File: config.mk
export PLATFORM = sky130hd
export DESIGN_NAME = adc_frame_scheduler
export DESIGN_NICKNAME = d
export VERILOG_FILES = /design/src/rtl/adc_fft_pkg.sv /design/src/rtl/adc_frame_scheduler_writer.sv /design/src/rtl/adc_frame_scheduler.sv
export SDC_FILE = /design/constraint.sdc
export NUM_CORES = 1
export LEC_CHECK = 0
export ABC_AREA = 1
export CELL_PAD_IN_SITES_DETAIL_PLACEMENT = 0
export CELL_PAD_IN_SITES_GLOBAL_PLACEMENT = 1
export CORE_MARGIN = 2
export CORE_UTILIZATION = 35
export CTS_CLUSTER_SIZE = 16
export DETAILED_ROUTE_END_ITERATION = 16
export PLACE_DENSITY_LB_ADDON = 0.1
export SETUP_SLACK_MARGIN = 0.5
export SLEW_MARGIN = 20
export SYNTH_ARGS = -nofsm -noshare
export SYNTH_HDL_FRONTEND = slang
export SYNTH_SLANG_ARGS = --single-unit
File: constraint.sdc
create_clock -name clk -period 6.4 [get_ports clk]
set_clock_uncertainty 0.15 [all_clocks]
set_input_delay 0.64 -clock clk [delete_from_list [all_inputs] [get_ports clk]]
set_output_delay 0.64 -clock clk [all_outputs]
set_load 0.05 [all_outputs]
File: src/rtl/adc_fft_pkg.sv
// Shared constants, sample type and helpers for the ADC-to-FFT frame scheduler
// and the FFT wrappers that consume its buffers.
package adc_fft_pkg;
  localparam int DEF_NUM_FFT         = 4;
  localparam int DEF_FRAME_LEN       = 2048;
  localparam int DEF_HOP             = 512;
  localparam int DEF_SAMPLE_W        = 12;
  localparam int DEF_SAMPLES_PER_SEC = 25000;
  localparam int DEF_FRAMES_PER_SEC  = 45;
  localparam int ADDR_W              = $clog2(DEF_FRAME_LEN);

  typedef logic [DEF_SAMPLE_W-1:0] sample_t;

  function automatic bit is_pow2(input int v);
    return (v > 0) && ((v & (v - 1)) == 0);
  endfunction

  // Counter width able to hold 0..n-1, never narrower than one bit.
  function automatic int cnt_w(input int n);
    return (n <= 2) ? 1 : $clog2(n);
  endfunction
endpackage

File: src/rtl/adc_frame_scheduler_writer.sv
// One FFT input buffer: active flag, address counter, write strobe and the
// accept/drop decision for a frame start aimed at this buffer.
module fft_buffer_writer
  import adc_fft_pkg::*;
#(
  parameter int FRAME_LEN = DEF_FRAME_LEN,
  parameter int AW        = $clog2(FRAME_LEN)
) (
  input  logic          clk,
  input  logic          reset,
  input  logic          enable,
  input  logic          sample_valid,
  input  logic          frame_start,
  input  logic          fft_busy,
  input  logic          window_end,
  output logic          wr_en,
  output logic [AW-1:0] wr_addr,
  output logic          frame_done,
  output logic          drop
);
  localparam logic [AW-1:0] LAST_ADDR = AW'(FRAME_LEN - 1);

  logic          active_q, active_d;
  logic [AW-1:0] cnt_q, cnt_d;
  logic          wr_en_q, wr_en_d;
  logic [AW-1:0] wr_addr_q, wr_addr_d;
  logic          frame_done_q, frame_done_d;
  logic          accept_s, write_s;
  logic [AW-1:0] addr_s;

  // A start only lands on an idle buffer whose FFT has released it.
  always_comb begin
    accept_s     = frame_start & ~fft_busy & ~active_q;
    drop         = frame_start & ~accept_s;
    write_s      = accept_s | (sample_valid & active_q);
    addr_s       = accept_s ? '0 : cnt_q;
    active_d     = active_q;
    cnt_d        = cnt_q;
    wr_en_d      = 1'b0;
    wr_addr_d    = wr_addr_q;
    frame_done_d = 1'b0;
    if (!enable) begin
      active_d  = 1'b0;
      cnt_d     = '0;
      wr_addr_d = '0;
    end else if (write_s) begin
      wr_en_d      = 1'b1;
      wr_addr_d    = addr_s;
      frame_done_d = (addr_s == LAST_ADDR);
      active_d     = (addr_s != LAST_ADDR) & ~window_end;
      cnt_d        = addr_s + AW'(1);
    end else begin
      active_d = active_q;
    end
  end

  always_ff @(posedge clk or negedge reset) begin
    if (!reset) begin
      active_q     <= 1'b0;
      cnt_q        <= '0;
      wr_en_q      <= 1'b0;
      wr_addr_q    <= '0;
      frame_done_q <= 1'b0;
    end else begin
      active_q     <= active_d;
      cnt_q        <= cnt_d;
      wr_en_q      <= wr_en_d;
      wr_addr_q    <= wr_addr_d;
      frame_done_q <= frame_done_d;
    end
  end

  assign wr_en      = wr_en_q;
  assign wr_addr    = wr_addr_q;
  assign frame_done = frame_done_q;
endmodule

File: src/rtl/adc_frame_scheduler.sv
// Splits the ADC stream into overlapping frames, assigns them round-robin to
// NUM_FFT buffers, and budgets FRAMES_PER_SEC frame starts per one-second window.
module adc_frame_scheduler
  import adc_fft_pkg::*;
#(
  parameter int NUM_FFT         = DEF_NUM_FFT,
  parameter int FRAME_LEN       = DEF_FRAME_LEN,
  parameter int HOP             = DEF_HOP,
  parameter int SAMPLE_W        = DEF_SAMPLE_W,
  parameter int SAMPLES_PER_SEC = DEF_SAMPLES_PER_SEC,
  parameter int FRAMES_PER_SEC  = DEF_FRAMES_PER_SEC
) (
  input  logic                                 clk,
  input  logic                                 reset,
  input  logic                                 enable,
  input  logic                                 adc_input_valid,
  input  logic [SAMPLE_W-1:0]                  adc_data,
  input  logic [NUM_FFT-1:0]                   fft_busy,
  output logic [NUM_FFT-1:0]                   wr_en,
  output logic [NUM_FFT*$clog2(FRAME_LEN)-1:0] wr_addr,
  output logic [SAMPLE_W-1:0]                  wr_data,
  output logic [NUM_FFT-1:0]                   frame_done,
  output logic                                 frame_dropped,
  output logic [15:0]                          drop_count,
  output logic                                 second_done
);
  localparam int AW = $clog2(FRAME_LEN);
  localparam int SW = cnt_w(SAMPLES_PER_SEC);
  localparam int HW = cnt_w(HOP);
  localparam int FW = cnt_w(FRAMES_PER_SEC + 1);
  localparam int BW = cnt_w(NUM_FFT);
  localparam logic [SW-1:0] LAST_SAMPLE = SW'(SAMPLES_PER_SEC - 1);
  localparam logic [HW-1:0] LAST_HOP    = HW'(HOP - 1);
  localparam logic [FW-1:0] FRAME_BUDGET = FW'(FRAMES_PER_SEC);
  localparam logic [BW-1:0] LAST_BUF    = BW'(NUM_FFT - 1);

  if (NUM_FFT * HOP < FRAME_LEN) begin : g_chk_buffers
    $fatal(1, "adc_frame_scheduler: NUM_FFT*HOP must be >= FRAME_LEN");
  end
  if ((FRAMES_PER_SEC - 1) * HOP + FRAME_LEN > SAMPLES_PER_SEC) begin : g_chk_budget
    $fatal(1, "adc_frame_scheduler: frame budget exceeds the one-second window");
  end
  if (!is_pow2(FRAME_LEN)) begin : g_chk_pow2
    $fatal(1, "adc_frame_scheduler: FRAME_LEN must be a power of two");
  end

  logic [SW-1:0]       sample_idx_q, sample_idx_d;
  logic [HW-1:0]       hop_cnt_q, hop_cnt_d;
  logic [FW-1:0]       frames_started_q, frames_started_d;
  logic [BW-1:0]       next_buf_q, next_buf_d;
  logic [15:0]         drop_count_q, drop_count_d;
  logic                frame_dropped_q, frame_dropped_d;
  logic                second_done_q, second_done_d;
  logic [SAMPLE_W-1:0] wr_data_q, wr_data_d;
  logic                sample_valid_s, window_end_s, frame_start_s;
  logic [NUM_FFT-1:0]  start_vec_s, drop_vec_s;

  // Frame timing advances on every accepted sample, dropped or not, so it never slips.
  always_comb begin
    sample_valid_s   = adc_input_valid & enable;
    window_end_s     = sample_valid_s & (sample_idx_q == LAST_SAMPLE);
    frame_start_s    = sample_valid_s & (hop_cnt_q == '0) & (frames_started_q < FRAME_BUDGET);
    for (int k = 0; k < NUM_FFT; k++) begin
      start_vec_s[k] = frame_start_s & (next_buf_q == BW'(k));
    end
    sample_idx_d     = sample_idx_q;
    hop_cnt_d        = hop_cnt_q;
    frames_started_d = frames_started_q;
    next_buf_d       = next_buf_q;
    drop_count_d     = drop_count_q;
    frame_dropped_d  = 1'b0;
    second_done_d    = 1'b0;
    wr_data_d        = wr_data_q;
    if (!enable) begin
      sample_idx_d     = '0;
      hop_cnt_d        = '0;
      frames_started_d = '0;
      next_buf_d       = '0;
      wr_data_d        = '0;
    end else if (sample_valid_s) begin
      wr_data_d       = adc_data;
      frame_dropped_d = |drop_vec_s;
      if ((|drop_vec_s) && (drop_count_q != 16'hFFFF)) begin
        drop_count_d = drop_count_q + 16'd1;
      end else begin
        drop_count_d = drop_count_q;
      end
      if (frame_start_s) begin
        next_buf_d = (next_buf_q == LAST_BUF) ? '0 : next_buf_q + BW'(1);
      end else begin
        next_buf_d = next_buf_q;
      end
      if (window_end_s) begin
        second_done_d    = 1'b1;
        sample_idx_d     = '0;
        hop_cnt_d        = '0;
        frames_started_d = '0;
      end else begin
        sample_idx_d     = sample_idx_q + SW'(1);
        hop_cnt_d        = (hop_cnt_q == LAST_HOP) ? '0 : hop_cnt_q + HW'(1);
        frames_started_d = frames_started_q + (frame_start_s ? FW'(1) : FW'(0));
      end
    end else begin
      wr_data_d = wr_data_q;
    end
  end

  always_ff @(posedge clk or negedge reset) begin
    if (!reset) begin
      sample_idx_q     <= '0;
      hop_cnt_q        <= '0;
      frames_started_q <= '0;
      next_buf_q       <= '0;
      drop_count_q     <= '0;
      frame_dropped_q  <= 1'b0;
      second_done_q    <= 1'b0;
      wr_data_q        <= '0;
    end else begin
      sample_idx_q     <= sample_idx_d;
      hop_cnt_q        <= hop_cnt_d;
      frames_started_q <= frames_started_d;
      next_buf_q       <= next_buf_d;
      drop_count_q     <= drop_count_d;
      frame_dropped_q  <= frame_dropped_d;
      second_done_q    <= second_done_d;
      wr_data_q        <= wr_data_d;
    end
  end

  for (genvar k = 0; k < NUM_FFT; k++) begin : g_buf
    fft_buffer_writer #(
      .FRAME_LEN (FRAME_LEN),
      .AW        (AW)
    ) u_writer (
      .clk          (clk),
      .reset        (reset),
      .enable       (enable),
      .sample_valid (sample_valid_s),
      .frame_start  (start_vec_s[k]),
      .fft_busy     (fft_busy[k]),
      .window_end   (window_end_s),
      .wr_en        (wr_en[k]),
      .wr_addr      (wr_addr[k*AW +: AW]),
      .frame_done   (frame_done[k]),
      .drop         (drop_vec_s[k])
    );
  end

  assign wr_data       = wr_data_q;
  assign frame_dropped = frame_dropped_q;
  assign drop_count    = drop_count_q;
  assign second_done   = second_done_q;
endmodule

==> results of run 1 <==
==> worst max-delay path by stage <==
stage	start	to	cells past startpoint
after floorplan	enable	g_buf[1].u_writer.cnt_q[10]$_DFFE_PN0P_	14
after global placement	enable	g_buf[1].u_writer.cnt_q[5]$_DFFE_PN0P_	11
after detailed placement	enable	g_buf[1].u_writer.cnt_q[5]$_DFFE_PN0P_	11
after CTS	enable	g_buf[1].u_writer.cnt_q[5]$_DFFE_PN0P_	11
after global routing	enable	g_buf[1].u_writer.cnt_q[5]$_DFFE_PN0P_	11
final	enable	g_buf[1].u_writer.cnt_q[5]$_DFFE_PN0P_	11
==> cell type report <==
cell class / instances / area, µm² / share of cell area
Tap cell: 285 / 356.6 / 0.03605
Multi-Input combinational cell: 650 / 3411 / 0.3448
Sequential cell: 162 / 4054 / 0.4098
Inverter: 106 / 399.1 / 0.04035
Timing Repair Buffer: 109 / 1072 / 0.1084
Clock inverter: 10 / 158.9 / 0.01606
Clock buffer: 21 / 440.4 / 0.04452
==> synth_stat cells, types with 2 or more instances <==
library cell / number
nand3_1: 88
o21ai_1: 2
o21ai_0: 80
nand3b_1: 9
nor2_8: 2
a22o_1: 23
nor3_1: 13
o211ai_1: 3
nand2_4: 2
ha_1: 15
nand4_4: 2
buf_4: 11
nor2_1: 75
xnor2_1: 6
inv_2: 3
o31ai_1: 3
nand4_1: 26
o21ai_2: 3
nand2_2: 3
o22ai_1: 15
a21oi_1: 17
clkbuf_1: 11
inv_1: 102
nand2_1: 229
nor4_1: 2
xor2_1: 21
a32o_1: 4
dfrtp_1: 162
buf_2: 15
==> sequential cells by signal, summed over array words and instances (netlist names) <==
name and cells:
hop_cnt_q 9, g_buf.u_writer.cnt_q 44, g_buf.u_writer.wr_en 4, g_buf.u_writer.active_q 4
drop_count 16, g_buf.u_writer.frame_done 4, second_done 1, g_buf.u_writer.wr_addr 44
wr_data 12, next_buf_q 2, frames_started_q 6, frame_dropped 1
sample_idx_q 15
==> layer usage <==
layer | part of all wire | vias to the layer above | routed length (µm) | track usage
met5 | 0 | - | 0 | 0
met4 | 0.013 | 0 | 258 | 0.05330
met3 | 0.030 | 17 | 604 | 0.02806
met2 | 0.46 | 101 | 9270 | 0.2826
met1 | 0.49 | 3156 | 9919 | 0.2400
li1 | - | 3343 | - | -
==> logic make-up after synthesis <==
group / share of synthesized area
fa+ha+maj: 0.02325
buf+inv: 0.07547
compound gates: 0.1148
flops: 0.5021
xor+xnor: 0.02929
simple gates: 0.2551
==> through the flow <==
step	power (mW)	utilization	hold slack [ps]	worst slack, ps
detailed placement	1.390	0.4104	311.8	2021
floorplan	1.275	-	194.4	3789
finish	2.427	0.4369	90.66	2533
global route	2.534	0.4369	150.2	2183
global placement	1.389	0.4104	304.7	2096
CTS	2.463	0.4369	122.9	2481
==> power groups by stage <==
stage / clock [mW] / combinational, mW / sequential (mW)
global route: 1.14 / 0.308 / 1.09
global placement: 0 / 0.283 / 1.11
finish: 1.06 / 0.278 / 1.09
detailed placement: 0 / 0.284 / 1.11
floorplan: 0 / 0.116 / 1.16
CTS: 1.09 / 0.285 / 1.09
==> impl_metrics.tcl, run 1 <==
set metrics [dict create \
    r2r-start "hop_cnt_q[0]$_DFFE_PN0P_" \
    num_rows 55 \
    grt_pass1_vias 6629 \
    cts_tree "done" \
    cts_sinks 162 \
    cts_htree_levels 4 \
    area_growth_pct 22.52 \
    antenna_found_initial 0 \
    root_buffer "clkbuf_16" \
    num_vias 6617 \
    grt_start_max_net_pins 78 \
    syn_nets 991 \
    final_area_um2 9892 \
    async_flop_share 1.000 \
    start_kind "input pin" \
    tns_ps 0 \
    nets 1081 \
    cp_top_family "simple AND/OR/NAND/NOR gates" \
    cellPowerDensity_nw_per_um2 245.4 \
    grt_overflow 0 \
    layout_common_cells "nand2_1 (229), dfrtp_1 (162), inv_1 (102), clkdlybuf4s50_1 (100), nand3_1 (88)" \
    wl_per_cell_um 14.93 \
    die_y_um 155.9 \
    synth_edf_count 0 \
    synth_area_um2 8074 \
    detail-route-antenna-nets 0 \
    reg2reg_to "g_buf[1].u_writer.cnt_q[5]$_DFFE_PN0P_" \
    dieWidth_um 155.9 \
    reg2reg_depth 10 \
    final_common_cell "nand2_1" \
    cp.arrival_ps 4060 \
    hold_violations 0 \
    synth_cell_type_count 38 \
    holdBufCountCts 0 \
    crit_path_cell_trace "clkdlybuf4s50_1 -> nand2_2 -> clkinv_2 -> nand3_4 -> nor2_8 -> nand4_1 -> nand2_1 -> inv_1 -> nor2_1 -> nand2_1 -> o211ai_1" \
    fin_crit_sh 0.6043 \
    drt_iter0_markers 301 \
    p_sw_uw 640.5 \
    post_cts_buffers 0 \
    track_usage 0.1741 \
    dp_hpwl_mm 13.79 \
    relSlewSlack 0.3245 \
    yosysTopAreaCell "dfrtp_1" \
    syn_area_per_cell_um2 8.446 \
    path_clk_slew_ps 60 \
    ys_warn_count 0 \
    rsz0062_at_grt "no" \
    endpoint_kind "register" \
    swShare 0.2639 \
    report.final.slew_viol_count 0 \
    p_leak_nw 4.430 \
    start_util 0.3566 \
    clk_latency_ps 420 \
    synth.top_cell.area_share 0.5021 \
    pwr-share-clk 0.438 \
    grt_pass1_wl_mm 34.03 \
    wl_mm 20.05 \
    num-fill-cells 2232 \
    ys_seq_area_frac 0.5021 \
    port_buffers 101 \
    crit_slowest_cell "nand2_1" \
    cp_common_cell "nand2_1" \
    crit_required_ps 6590 \
    stdcell_count 1343 \
    finalCriticalPeriod_ps 3867 \
    ys_ff_latch 162 \
    crit_fanout 21 \
    drc_errors 0 \
    seqPwrFrac 0.448 \
    place_inst 1312 \
    peakVddDrop_v 0.0001671 \
    yosys-top-cells-area "dfrtp_1 (50%), nand2_1 (11%), nand3_1 (5.5%)" \
    hold_class "input pin to asynchronous set/reset pin" \
    fmax_mhz 258.6 \
    cts_buffers 17 \
    core_area_um2 22640 \
    diodes 0 \
    regToRegSetupSlack_ps 2880 \
    ios 102 \
    place.gp.congestion 0.7845 \
    worst_pin_slew_ps 1006 \
    synth_flop_cell "dfrtp_1" \
    critPathKind "input pin to register" \
    drive_gt1_frac 0.05388 \
    placed_cell_area_um2 9293 \
    critical_path_buf_inv_count 3 \
    die_area_um2 24300 \
    power_frac_comb 0.115 \
    cts_resized 0 \
    p_int_mw 1.787 \
    clockBufferDepth 2 \
    setup_viol 0 \
    viasPerCell 4.927 \
    critical_path.max_stage_delay_ps 840 \
    status "finished, final reports clean" \
    synthCells 956 \
    maxCapViolations 0 \
    drtPass1Iterations 4 \
]
No activity file was read; power rests on OpenSTA's default activity.
==> inputs of run 2 (changes only) <==
==> constraint.sdc (replaced) <==
create_clock -name clk -period 3.67 [get_ports clk]
set_clock_uncertainty 0.15 [all_clocks]
set_input_delay 0.367 -clock clk [delete_from_list [all_inputs] [get_ports clk]]
set_output_delay 0.367 -clock clk [all_outputs]
set_load 0.05 [all_outputs]
==> run 2 against run 1 <==
  * Hold slack improved by 230 ps
  * Core utilization rose by 0.33 points
  * Largest cell class unchanged
  * Via count rose by 1.3%
==> impl_metrics.tcl, run 2 (same netlist as run 1, synthesis figures left out) <==
set metrics [dict create \
    status "finished, final reports clean" \
    ios 102 \
    report.final.slew_viol_count 0 \
    crit_fanout 10 \
    clockBufferDepth 2 \
    antenna_found_initial 1 \
    core_area_um2 22640 \
    drt_iter0_markers 336 \
    dieWidth_um 155.9 \
    m1WireLength_mm 10.21 \
    nets 1094 \
    cts_htree_levels 4 \
    post_cts_buffers 0 \
    placed_cell_area_um2 9395 \
    num_vias 6704 \
    grt_overflow 0 \
    dp_hpwl_mm 14.05 \
    relSlewSlack 0.4538 \
    crit_slowest_cell "dfrtp_1" \
    r2r-start "hop_cnt_q[0]$_DFFE_PN0P_" \
    detail-route-antenna-nets 0 \
    cp_common_cell "nand3_1" \
    rsz0062_at_grt "no" \
    drtPass1Iterations 5 \
    finalCriticalPeriod_ps 2763 \
    area_growth_pct 23.43 \
    cts_tree "done" \
    critPathKind "register to register" \
    track_usage 0.1733 \
    crit_cells 13 \
    num_rows 55 \
    port_buffers 101 \
    critPathLaunch "hop_cnt_q[0]$_DFFE_PN0P_" \
    start_kind "register" \
    peakVddDrop_v 0.0002502 \
    die_area_um2 24300 \
    place.gp.congestion 0.7914 \
    endpoint_kind "register" \
    critical_path_buf_inv_count 2 \
    hold_class "register to register" \
    worst_pin_slew_ps 819.3 \
    cts_buffers 17 \
    final_common_cell "nand2_1" \
    wl_mm 20.11 \
    clk_latency_ps 420 \
    worstHoldStart "g_buf[0].u_writer.wr_addr[8]$_DFFE_PN0P_" \
    grt_pass1_vias 6569 \
    wl_met2_mm 9.055 \
    wl_per_cell_um 14.82 \
    tns_ps 0 \
    cp.arrival_ps 2930 \
    grt_pass1_wl_mm 33.81 \
    fmax_mhz 361.9 \
    path_clk_slew_ps 60 \
    fin_crit_sh 0.7530 \
    p_leak_nw 4.471 \
    crit_path_cell_trace "inv_1 -> ha_1 -> nand3_1 -> nor2_8 -> nand4_2 -> inv_1 -> nor2_1 -> ha_1 -> nand4_1 -> nor2_1 -> nand3_1 -> nand3_1 -> nand2_1" \
    layout_common_cells "nand2_1 (229), dfrtp_1 (162), inv_1 (102), clkdlybuf4s50_1 (100), nand3_1 (88)" \
    root_buffer "clkbuf_16" \
    worstHoldPathCells 2 \
    cellPowerDensity_nw_per_um2 411.2 \
    cts_sinks 162 \
    die_y_um 155.9 \
    final_area_um2 9966 \
    finalPower_mw 4.098 \
    reg2reg_depth 13 \
    grt_start_max_net_pins 86 \
    cp_top_family "simple AND/OR/NAND/NOR gates" \
    maxCapViolations 0 \
    drc_errors 0 \
    met3_length_um 548 \
    drive_gt1_frac 0.06530 \
    viasPerCell 4.940 \
    diodes 0 \
    critical_path.max_stage_delay_ps 350 \
    hold_violations 0 \
    crit_required_ps 3830 \
    top_layer_used "met5" \
    setup_viol 0 \
    start_util 0.3566 \
]
run 2: report_power, final:
part	switching (mW)	internal (mW)
registers	0.0599	1.83
clock network	0.723	0.987
logic	0.339	0.154
total	1.12	2.98
run 2: routing by layer:
metal | up-vias | track usage
li1 | 3386 | -
met3 | 21 | 0.02583
met1 | 3193 | 0.2472
met2 | 102 | 0.2724
met4 | 2 | 0.05417
met5 | - | 0
run 2: cell type report:
class,instances,area [µm²]
multi-input combinational,650,3411
clock inverter,8,78.83
timing repair buffer,122,1185
fill,2224,12670
inverter,106,399.1
clock buffer,24,481.7
tap,285,356.6
sequential,162,4054
run 2: worst register-to-register path: stages (launching register included):
cell     delay (ps)
dfrtp_1         350
inv_1            80
ha_1            200
nand3_1         200
nor2_8           90
nand4_2         230
inv_1           100
nor2_1          240
ha_1            260
nand4_1         150
nor2_1          240
nand3_1         180
nand3_1         120
nand2_1          50
run 2: final timing paths:
path / end / slack, ps
min in group asynchronous: g_buf[0].u_writer.wr_addr[1]$_DFFE_PN0P_ / 450
max reg2reg: g_buf[2].u_writer.cnt_q[10]$_DFFE_PN0P_ / 910
max in group asynchronous: g_buf[3].u_writer.cnt_q[6]$_DFFE_PN0P_ / 2110
min: g_buf[0].u_writer.wr_addr[8]$_DFFE_PN0P_ / 320
min reg2reg: g_buf[0].u_writer.wr_addr[8]$_DFFE_PN0P_ / 320
max: g_buf[2].u_writer.cnt_q[10]$_DFFE_PN0P_ / 910
run 2: what timing repair did:
action,4_1_cts,5_1_grt
endpoints found under the hold margin,82,0
resized for setup,0,0
hold buffers,1,0
run 2: stage by stage:
step | instances | util | worst slack [ps] | hold WS, ps
6_report | 1357 | 0.4402 | 906.5 | 323.8
5_1_grt | 1357 | 0.4402 | 576.1 | 345.0
4_1_cts | 1357 | 0.4402 | 863.0 | 325.9
3_5_place_dp | 1324 | 0.4150 | 625.9 | 308.7
3_3_place_gp | 1324 | 0.4150 | 634.3 | 305.9
2_1_floorplan | 956 | - | 1254 | -78.59
==> inputs of run 3 (changes only) <==
==> constraint.sdc (replaced) <==
create_clock -name clk -period 2.8 [get_ports clk]
set_clock_uncertainty 0.15 [all_clocks]
set_input_delay 0.28 -clock clk [delete_from_list [all_inputs] [get_ports clk]]
set_output_delay 0.28 -clock clk [all_outputs]
set_load 0.05 [all_outputs]
==> run 3 against run 2 <==
  * Critical path depth up 1
  * Via count up 4.7%
  * Sequential cell count unchanged
  * Sequential share of layout area down 4.0 points
==> impl_metrics.tcl, run 3 (same netlist as run 1, synthesis figures left out) <==
set metrics [dict create \
    swShare 0.2588 \
    root_buffer "clkbuf_16" \
    antenna_found_initial 0 \
    num_rows 55 \
    critical_path_buf_inv_count 3 \
    p_int_mw 4.311 \
    area_growth_pct 36.82 \
    cellPowerDensity_nw_per_um2 526.5 \
    dieWidth_um 155.9 \
    place.gp.congestion 0.8316 \
    relSlewSlack 0.5605 \
    num_vias 7021 \
    die_area_um2 24300 \
    cts_buffers 17 \
    final_area_um2 11050 \
    start_util 0.3566 \
    critPathKind "register to register" \
    regArea_um2 4054 \
    cts_sinks 162 \
    core_area_um2 22640 \
    fin_ws_ps 535.5 \
    multi_input_area_um2 3727 \
    grt_pass1_vias 6814 \
    endpoint_kind "register" \
    wl_mm 21.05 \
    drt_iter0_markers 333 \
    track_usage 0.1770 \
    status "finished, final reports clean" \
    power_frac_comb 0.130 \
    p_sw_mw 1.505 \
    num-fill-cells 2111 \
    fmax_mhz 441.6 \
    pwr-share-clk 0.442 \
    place_ws_ps 65.46 \
    worst_pin_slew_ps 653.3 \
    port_buffers 101 \
    maxCapViolations 0 \
    ios 102 \
    p_leak_nw 4.915 \
    drtPass1Iterations 5 \
    finalCriticalPeriod_ps 2265 \
    hold_class "input pin to asynchronous set/reset pin" \
    cp_top_family "simple AND/OR/NAND/NOR gates" \
    seqPwrFrac 0.428 \
    grt_start_max_net_pins 51 \
    die_y_um 155.9 \
    hold_violations 0 \
    placed_cell_area_um2 9533 \
    finalPower_mw 5.816 \
    drive_gt1_frac 0.1832 \
    critical_path.max_stage_delay_ps 370 \
    dp_hpwl_mm 14.32 \
    start_kind "register" \
    detail-route-antenna-nets 0 \
    viasPerCell 4.906 \
    crit_slowest_cell "dfrtp_1" \
    crit_path_cell_trace "inv_2 -> ha_4 -> nand3_4 -> nor2_8 -> nand4_1 -> buf_4 -> inv_6 -> nor2_4 -> ha_4 -> nand4_1 -> nor2_4 -> nand3_4 -> nand3_2 -> nand2_1" \
    rsz0062_at_grt "yes" \
    fin_crit_sh 0.8088 \
    post-route-util 0.4879 \
    crit_fanout 6 \
    cts_tree "done" \
    path_clk_slew_ps 70 \
    setup_viol 0 \
    grt_overflow 0 \
    peakVddDrop_v 0.0003684 \
    wl_per_cell_um 14.71 \
    clk_latency_ps 420 \
    grt_pass1_wl_mm 34.53 \
    clockBufferDepth 2 \
    crit_required_ps 2960 \
    diodes 0 \
    cts_htree_levels 4 \
    cp.arrival_ps 2420 \
    drc_errors 0 \
    final_common_cell "nand2_1" \
    layout_common_cells "nand2_1 (225), dfrtp_1 (162), clkdlybuf4s50_1 (100), inv_1 (89), buf_4 (75)" \
    tns_ps 0 \
    report.final.slew_viol_count 0 \
    nets 1170 \
]
run 3: cell count changes in the layout (fill, tap and decap cells not counted), moves of 13 or more:
cell	previous run	this run
buf_4	19	75
nor2_1	75	56
buf_6	1	17
nand3_1	88	74
inv_1	102	89
run 3: path summary, 6_finish.rpt:
| check | slack (ps) | depth (start not counted) | to | startpoint |
|---|---|---|---|---|
| max | 540 | 14 | g_buf[1].u_writer.active_q$_DFFE_PN0P_ | hop_cnt_q[0]$_DFFE_PN0P_ |
| min | 170 | 2 | g_buf[0].u_writer.wr_addr[4]$_DFFE_PN0P_ | reset |
| max reg2reg | 540 | 14 | g_buf[1].u_writer.active_q$_DFFE_PN0P_ | hop_cnt_q[0]$_DFFE_PN0P_ |
| min reg2reg | 320 | 2 | g_buf[1].u_writer.wr_addr[8]$_DFFE_PN0P_ | g_buf[1].u_writer.wr_addr[8]$_DFFE_PN0P_ |
| max in group asynchronous | 1610 | 3 | frames_started_q[3]$_DFFE_PN0P_ | reset |
| min in group clk | 320 | 2 | g_buf[1].u_writer.wr_addr[8]$_DFFE_PN0P_ | g_buf[1].u_writer.wr_addr[8]$_DFFE_PN0P_ |
run 3: metrics by stage:
step / instances / hold WS [ps]
2_1_floorplan: 956 / -165.6
3_3_place_gp: 1340 / 62.14
4_1_cts: 1393 / 182.6
6_report: 1431 / 167.4
3_5_place_dp: 1340 / 66.39
5_1_grt: 1431 / 191.6
run 3: power by group through the flow:
stage	registers [mW]	clock network [mW]	logic (mW)
CTS	2.48	2.63	0.699
detailed placement	2.53	0	0.674
global placement	2.53	0	0.674
global route	2.50	2.75	0.824
finish	2.49	2.57	0.758
floorplan	2.65	0	0.267
run 3: routing by layer:
| metal | vias to the layer above | wire (µm) | global-route usage |
|---|---|---|---|
| li1 | 3526 | - | - |
| met4 | 0 | 320 | 0.04456 |
| met3 | 26 | 805 | 0.03361 |
| met5 | - | 0 | 0 |
| met2 | 123 | 9734 | 0.2855 |
| met1 | 3346 | 10190 | 0.2462 |
run 3: layout make-up:
class,instances,share of cell area
flip-flops and latches,162,0.3670
multi-input cells,650,0.3374
repair buffers,198,0.1675
clock buffers,22,0.04202
inverters,106,0.03794
well taps,285,0.03228
clock inverters,8,0.01586
run 3: timing repair:
item                                    CTS  global route
gates cloned                              0             1
hold endpoints to repair                 34             0
pin swaps                                12            27
resized for setup                        22            90
hold buffers                              1             0
endpoints found under the setup margin   62            85
setup buffers                            22            37
